$ cat src/rtl/sram_req_pipe.sv
// sram_req_pipe: CPU-side bridge onto an SRAM-like addr_ok/data_ok bus.
//
// Tracks up to MAX_OUT accepted-but-unanswered requests in an in-order FIFO.
// Each FIFO entry carries only a kill bit, so responses to requests issued
// before a flush are dropped. Two modes:
//   BLOCKING=1: one request at a time. The stall is held until the response
//               is captured in rdata_q and presented in the DONE state.
//   BLOCKING=0: pipelined. The response is passed straight through with
//               cpu_data_ok_o.
//
// Ports
//   clk, rst        clock, synchronous active-high reset
//   flush_i         kill all in-flight requests
//   hold_i          pipeline held elsewhere (BLOCKING: stay in DONE)
//   cpu_req_i ..    CPU request: valid, we, addr, wdata, byte select
//   cpu_addr_ok_o   request accepted this cycle
//   cpu_data_ok_o   response for the oldest live request
//   cpu_rdata_o     response data
//   stallreq_o      stall request to ctrl
//   err_o           sticky: data_ok_i seen with nothing in flight
//   req_o .. ben_o  bus request side
//   addr_ok_i       bus request handshake
//   data_ok_i       bus response handshake
//   rdata_i         bus response data
module sram_req_pipe #(
   parameter int unsigned DW       = 32,
   parameter int unsigned AW       = 32,
   parameter int unsigned MAX_OUT  = 4,
   parameter int unsigned BLOCKING = 1
) (
   input  logic            clk,
   input  logic            rst,
   input  logic            flush_i,
   input  logic            hold_i,
   input  logic            cpu_req_i,
   input  logic            cpu_we_i,
   input  logic [AW-1:0]   cpu_addr_i,
   input  logic [DW-1:0]   cpu_wdata_i,
   input  logic [DW/8-1:0] cpu_sel_i,
   output logic            cpu_addr_ok_o,
   output logic            cpu_data_ok_o,
   output logic [DW-1:0]   cpu_rdata_o,
   output logic            stallreq_o,
   output logic            err_o,
   output logic            req_o,
   output logic            wr_o,
   output logic [AW-1:0]   addr_o,
   output logic [DW-1:0]   wdata_o,
   output logic [DW/8-1:0] ben_o,
   input  logic            addr_ok_i,
   input  logic            data_ok_i,
   input  logic [DW-1:0]   rdata_i
);

   localparam int unsigned PtrW = (MAX_OUT > 1) ? $clog2(MAX_OUT) : 1;
   localparam int unsigned CntW = $clog2(MAX_OUT + 1);
   localparam bit IsBlocking = (BLOCKING != 0);

   typedef enum logic [1:0] {StIdle, StWait, StDone} state_e;

   state_e            state_q, state_d;
   logic [PtrW-1:0]   wr_ptr_q, wr_ptr_d;
   logic [PtrW-1:0]   rd_ptr_q, rd_ptr_d;
   logic [CntW-1:0]   out_cnt_q, out_cnt_d;
   logic [MAX_OUT-1:0] kill_q, kill_d;
   logic [DW-1:0]     rdata_q, rdata_d;
   logic              err_q, err_d;

   logic in_flight, accept, pop, head_kill, live_resp, room;

   // Pointers wrap modulo MAX_OUT; MAX_OUT=1 keeps them pinned at 0.
   function automatic logic [PtrW-1:0] inc_ptr(input logic [PtrW-1:0] p);
      if (p == PtrW'(MAX_OUT - 1)) begin
         return '0;
      end
      return p + PtrW'(1);
   endfunction

   assign in_flight = (out_cnt_q != '0);
   assign room      = (out_cnt_q < CntW'(MAX_OUT));
   assign head_kill = kill_q[rd_ptr_q];
   assign pop       = data_ok_i & in_flight;
   // A flush in the same cycle as the response drops it.
   assign live_resp = pop & ~head_kill & ~flush_i;

   assign req_o  = cpu_req_i & ~flush_i & room & (~IsBlocking | (state_q == StIdle));
   assign accept = req_o & addr_ok_i;

   assign wr_o    = cpu_we_i;
   assign addr_o  = cpu_addr_i;
   assign wdata_o = cpu_wdata_i;
   assign ben_o   = cpu_sel_i;

   assign cpu_addr_ok_o = accept;
   assign err_o         = err_q;

   always_comb begin
      wr_ptr_d  = wr_ptr_q;
      rd_ptr_d  = rd_ptr_q;
      out_cnt_d = out_cnt_q;
      kill_d    = kill_q;
      rdata_d   = rdata_q;
      err_d     = err_q | (data_ok_i & ~in_flight);
      state_d   = state_q;

      if (accept) begin
         wr_ptr_d         = inc_ptr(wr_ptr_q);
         kill_d[wr_ptr_q] = 1'b0;
      end
      if (pop) begin
         rd_ptr_d = inc_ptr(rd_ptr_q);
      end
      unique case ({accept, pop})
         2'b10:   out_cnt_d = out_cnt_q + CntW'(1);
         2'b01:   out_cnt_d = out_cnt_q - CntW'(1);
         default: out_cnt_d = out_cnt_q;
      endcase
      // req_o is masked by flush_i, so no push can collide with this.
      // Setting kill on free slots is harmless: a push clears it.
      if (flush_i) begin
         kill_d = '1;
      end

      if (IsBlocking) begin
         unique case (state_q)
            StIdle: if (accept) state_d = StWait;
            StWait: begin
               if (flush_i) begin
                  state_d = StIdle;
               end else if (live_resp) begin
                  state_d = StDone;
                  rdata_d = rdata_i;
               end
            end
            StDone: if (!hold_i || flush_i) state_d = StIdle;
            default: state_d = StIdle;
         endcase
      end
   end

   always_comb begin
      if (IsBlocking) begin
         cpu_data_ok_o = (state_q == StDone);
         cpu_rdata_o   = rdata_q;
         stallreq_o    = cpu_req_i & (state_q != StDone);
      end else begin
         cpu_data_ok_o = live_resp;
         cpu_rdata_o   = live_resp ? rdata_i : '0;
         stallreq_o    = cpu_req_i & ~accept;
      end
   end

   always_ff @(posedge clk) begin
      if (rst) begin
         state_q   <= StIdle;
         wr_ptr_q  <= '0;
         rd_ptr_q  <= '0;
         out_cnt_q <= '0;
         kill_q    <= '0;
         rdata_q   <= '0;
         err_q     <= 1'b0;
      end else begin
         state_q   <= state_d;
         wr_ptr_q  <= wr_ptr_d;
         rd_ptr_q  <= rd_ptr_d;
         out_cnt_q <= out_cnt_d;
         kill_q    <= kill_d;
         rdata_q   <= rdata_d;
         err_q     <= err_d;
      end
   end

endmodule

$ cat config.mk
export PLATFORM = sky130hd
export DESIGN_NAME = sram_req_pipe
export DESIGN_NICKNAME = d
export VERILOG_FILES = /design/src/rtl/sram_req_pipe.sv
export SDC_FILE = /design/constraint.sdc
export NUM_CORES = 1
export LEC_CHECK = 0
export CELL_PAD_IN_SITES_DETAIL_PLACEMENT = 1
export CELL_PAD_IN_SITES_GLOBAL_PLACEMENT = 1
export CORE_AREA = 2 2 84 86
export DETAILED_ROUTE_END_ITERATION = 7
export DIE_AREA = 0 0 86 88
export DONT_BUFFER_PORTS = 1
export GPL_TIMING_DRIVEN = 0
export PLACE_DENSITY_LB_ADDON = 0.2
export SYNTH_ARGS = -nofsm -noshare
export SYNTH_HDL_FRONTEND = slang
export SYNTH_SLANG_ARGS = --single-unit
$ cat constraint.sdc
create_clock -name clk -period 2.4 [get_ports clk]
set_input_delay 0.24 -clock clk [delete_from_list [all_inputs] [get_ports clk]]
set_output_delay 0.24 -clock clk [all_outputs]
set_load 0.02 [all_outputs]
==> flow_summary.yaml <==
sta:
  rsz0062_at_grt: "false"
  setup_tns_ns: 0
  min_period_ns: 2.066
  maxSlewViolCount: 0
  fmax_mhz: 484.0
  worst_slew_pin_slew_ns: 0.8563
  period_share: 0.8608
  setup_viol: 0
  clock_skew_ns: 0.004777
  hold_viol: 0
  slew_headroom: 0.4219
  fin_ws_ns: 0.3341
grt:
  met1_usage: 0.1725
  grt_first_pass_wirelength_um: 8852
  grt.overflow.total: 0
  gr-usage-met2: 0.2600
  first_global_vias: 1746
  grtUsageTotal: 0.1494
  use_met3: 0.05184
  grt_max_degree: 14
  grt_busiest_layer: "met2"
  antenna_found_initial: 0
placed_design:
  placed_cell_area_sq_um: 2643
  dp_hpwl_um: 4849
  port_buffers: 0
  place.gp.congestion: 0.7896
  pre_cts_slack_ns: 0.3270
power:
  leakagePower_nw: 1.157
  power_mw: 1.800
  power.switching_uw: 513.7
  p_int_mw: 1.286
  cellPowerDensity_nw_per_um2: 651.0
  seq_power_share: 0.466
  clkPwrFrac: 0.327
  ir_drop_uv: 291.0
  p_sw_frac: 0.2854
  combPwrFrac: 0.207
clock_tree:
  clk_pin_slew_ns: 0.08
  root_buffer: "clkbuf_8"
  cts_hold_buf: 1
  clk_latency_ns: 0.29
  cts.sinks: 46
  cts-resized-gates: 0
  cts_buffer_depth: 2
  cts_setup_buffers: 0
  cts_tree: "done"
  htree_levels: 2
  cts_buffers: 5
layout:
  post-route-util: 0.4162
  final_cell_mix: "buf_4 (69), nand2_1 (66), dfxtp_1 (46), mux2i_1 (33), inv_1 (14)"
  finalNetCount: 416
  final_common_cell: "buf_4"
  fill_cells: 773
  antennaDiodeCount: 0
  design_area_sq_um: 2765
  drive_gt1_frac: 0.2724
  area_delta_synth_final_pct: 8.760
yosys:
  synth_top_area_cell: "dfxtp_1"
  synth.area.top_cells: "dfxtp_1 (36%), buf_4 (20%), mux2i_1 (13%)"
  synth-seq-cells: 46
  netlist_area_sq_um: 2542
  synthMuxAreaShare: 0.1388
  synth_cell_types: 30
  yosysSeqAreaShare: 0.3622
  syn_area_per_cell_sq_um: 8.677
  synth-simple-area-share: 0.1476
  ys_warn_count: 0
  synth_cells: 293
  synth_top_family_by_area: "buffers and inverters"
  synthXorXnorAreaFrac: 0.006890
  synthAdderAreaFrac: 0.03740
  synth_compound_area_frac: 0.05610
  synth_nets: 408
  ys.flop_type: "dfxtp_1"
  synth_edf_count: 0
  yosysTopAreaCellShare: 0.3622
  synthArstFlopShare: 0
hold_path:
  min_path_type: "in2reg"
  hold_end: "cpu_rdata_o[10]$_SDFFE_PP0P_"
  holdPathStages: 2
  hold_path_startpoint: "rdata_i[10]"
setup_path:
  crit_required_ns: 2.16
  startpoint_type: "flop"
  crit_chain: "or3_1 > clkbuf_1 > nor3b_1"
  reg2reg_slack_ns: 0.34
  r2r_cells: 8
  slowest_delay_ns: 0.60
  setup.worst_path.end_class: "output pin"
  critPathSlowestCell: "nor3b_1"
  crit_path_max_fanout: 7
  r2r-end: "out_cnt_q[2]$_SDFFE_PP0P_"
  rr_startpoint: "out_cnt_q[2]$_SDFFE_PP0P_"
  critical_path_class: "reg2out"
  cp.arrival_ns: 1.83
die:
  dieArea_sq_um: 7568
  initial_core_util: 0.3827
  io_pins: 214
  die_h_um: 88
  rows: 30
  core_area_sq_um: 6644
  die_x_um: 86
status:
  status: "complete, no violations"
routing:
  drc: 0
  vias: 1894
  wl_um: 6110
  wire_per_inst_um: 16.04
  vias_per_cell: 4.971
  ant_nets: 0
  first_iter_violations: 18
  firstDrtPassIters: 4
run:
  drv_cap: 0
==> sequential cells by signal (all words and copies together) (netlist names) <==
name,flops
cpu_rdata_o,32
rd_ptr_q,2
wr_ptr_q,2
err_o,1
kill_q,4
out_cnt_q,3
state_q,2
==> worst max-delay path: cells and delay by family (launching register included) <==
| kind | cells | cell delay [ns] |
|---|---|---|
| AND/OR/NAND/NOR | 2 | 0.96 |
| flip-flops | 1 | 0.38 |
| buffers and inverters | 1 | 0.19 |
==> how the worst max path moves through the flow <==
stage / startpoint / endpoint / slack, ns
global placement: out_cnt_q[2]$_SDFFE_PP0P_ / out_cnt_q[2]$_SDFFE_PP0P_ / 0.38
detailed placement: rd_ptr_q[0]$_SDFFE_PP0P_ / cpu_rdata_o[7]$_SDFFE_PP0P_ / 0.33
global route: out_cnt_q[2]$_SDFFE_PP0P_ / out_cnt_q[2]$_SDFFE_PP0P_ / 0.05
finish: state_q[1]$_SDFFE_PP0P_ / req_o / 0.33
floorplan: out_cnt_q[2]$_SDFFE_PP0P_ / out_cnt_q[2]$_SDFFE_PP0P_ / 0.51
CTS: rd_ptr_q[0]$_SDFFE_PP0P_ / cpu_rdata_o[7]$_SDFFE_PP0P_ / 0.27
==> cell type report <==
type / instances / area (sq um) / share of cell area
inverter: 14 / 52.55 / 0.01900
timing repair buffer: 1 / 10.01 / 0.003620
clock buffer: 6 / 82.58 / 0.02986
clock inverter: 1 / 30.03 / 0.01086
multi-input combinational: 152 / 983.4 / 0.3557
tap: 80 / 100.1 / 0.03620
buffer: 81 / 585.6 / 0.2118
sequential: 46 / 920.9 / 0.3330
==> stage by stage <==
stage               instances  hold slack [ns]
finish                    381          0.07618
global route              381          0.06355
CTS                       381          0.06068
detailed placement        373           0.3141
global placement          373           0.3107
floorplan                 293           0.3091
==> cells by family after synthesis <==
kind of cell / Yosys count
compound gates: 23
xor+xnor: 2
fa+ha+maj: 7
buf+inv: 95
flops: 46
mux: 34
simple gates: 86
==> power by group through the flow <==
stage | combinational [mW] | clock, mW | sequential, mW
after floorplan | 0.330 | 0 | 0.847
after global placement | 0.369 | 0 | 0.857
after detailed placement | 0.374 | 0 | 0.858
after CTS | 0.378 | 0.620 | 0.840
after global routing | 0.415 | 0.650 | 0.846
final | 0.372 | 0.589 | 0.839
==> per-layer routing <==
metal / wire (um) / share of wire
met4: 65 / 0.011
met1: 2262 / 0.37
met2: 3077 / 0.50
met5: 0 / 0
met3: 703 / 0.12
==> cells in the mapped netlist (2+ instances only) <==
cell	instances
dfxtp_1	46
a21oi_1	10
inv_1	14
nor3_1	2
nor2_1	6
ha_1	6
clkbuf_1	9
nor2b_1	2
mux2i_1	33
xor2_1	2
o21ai_0	4
buf_4	69
buf_6	3
o31ai_1	5
or3_1	2
nand2_1	66
Power figures use the tool's default switching activity.
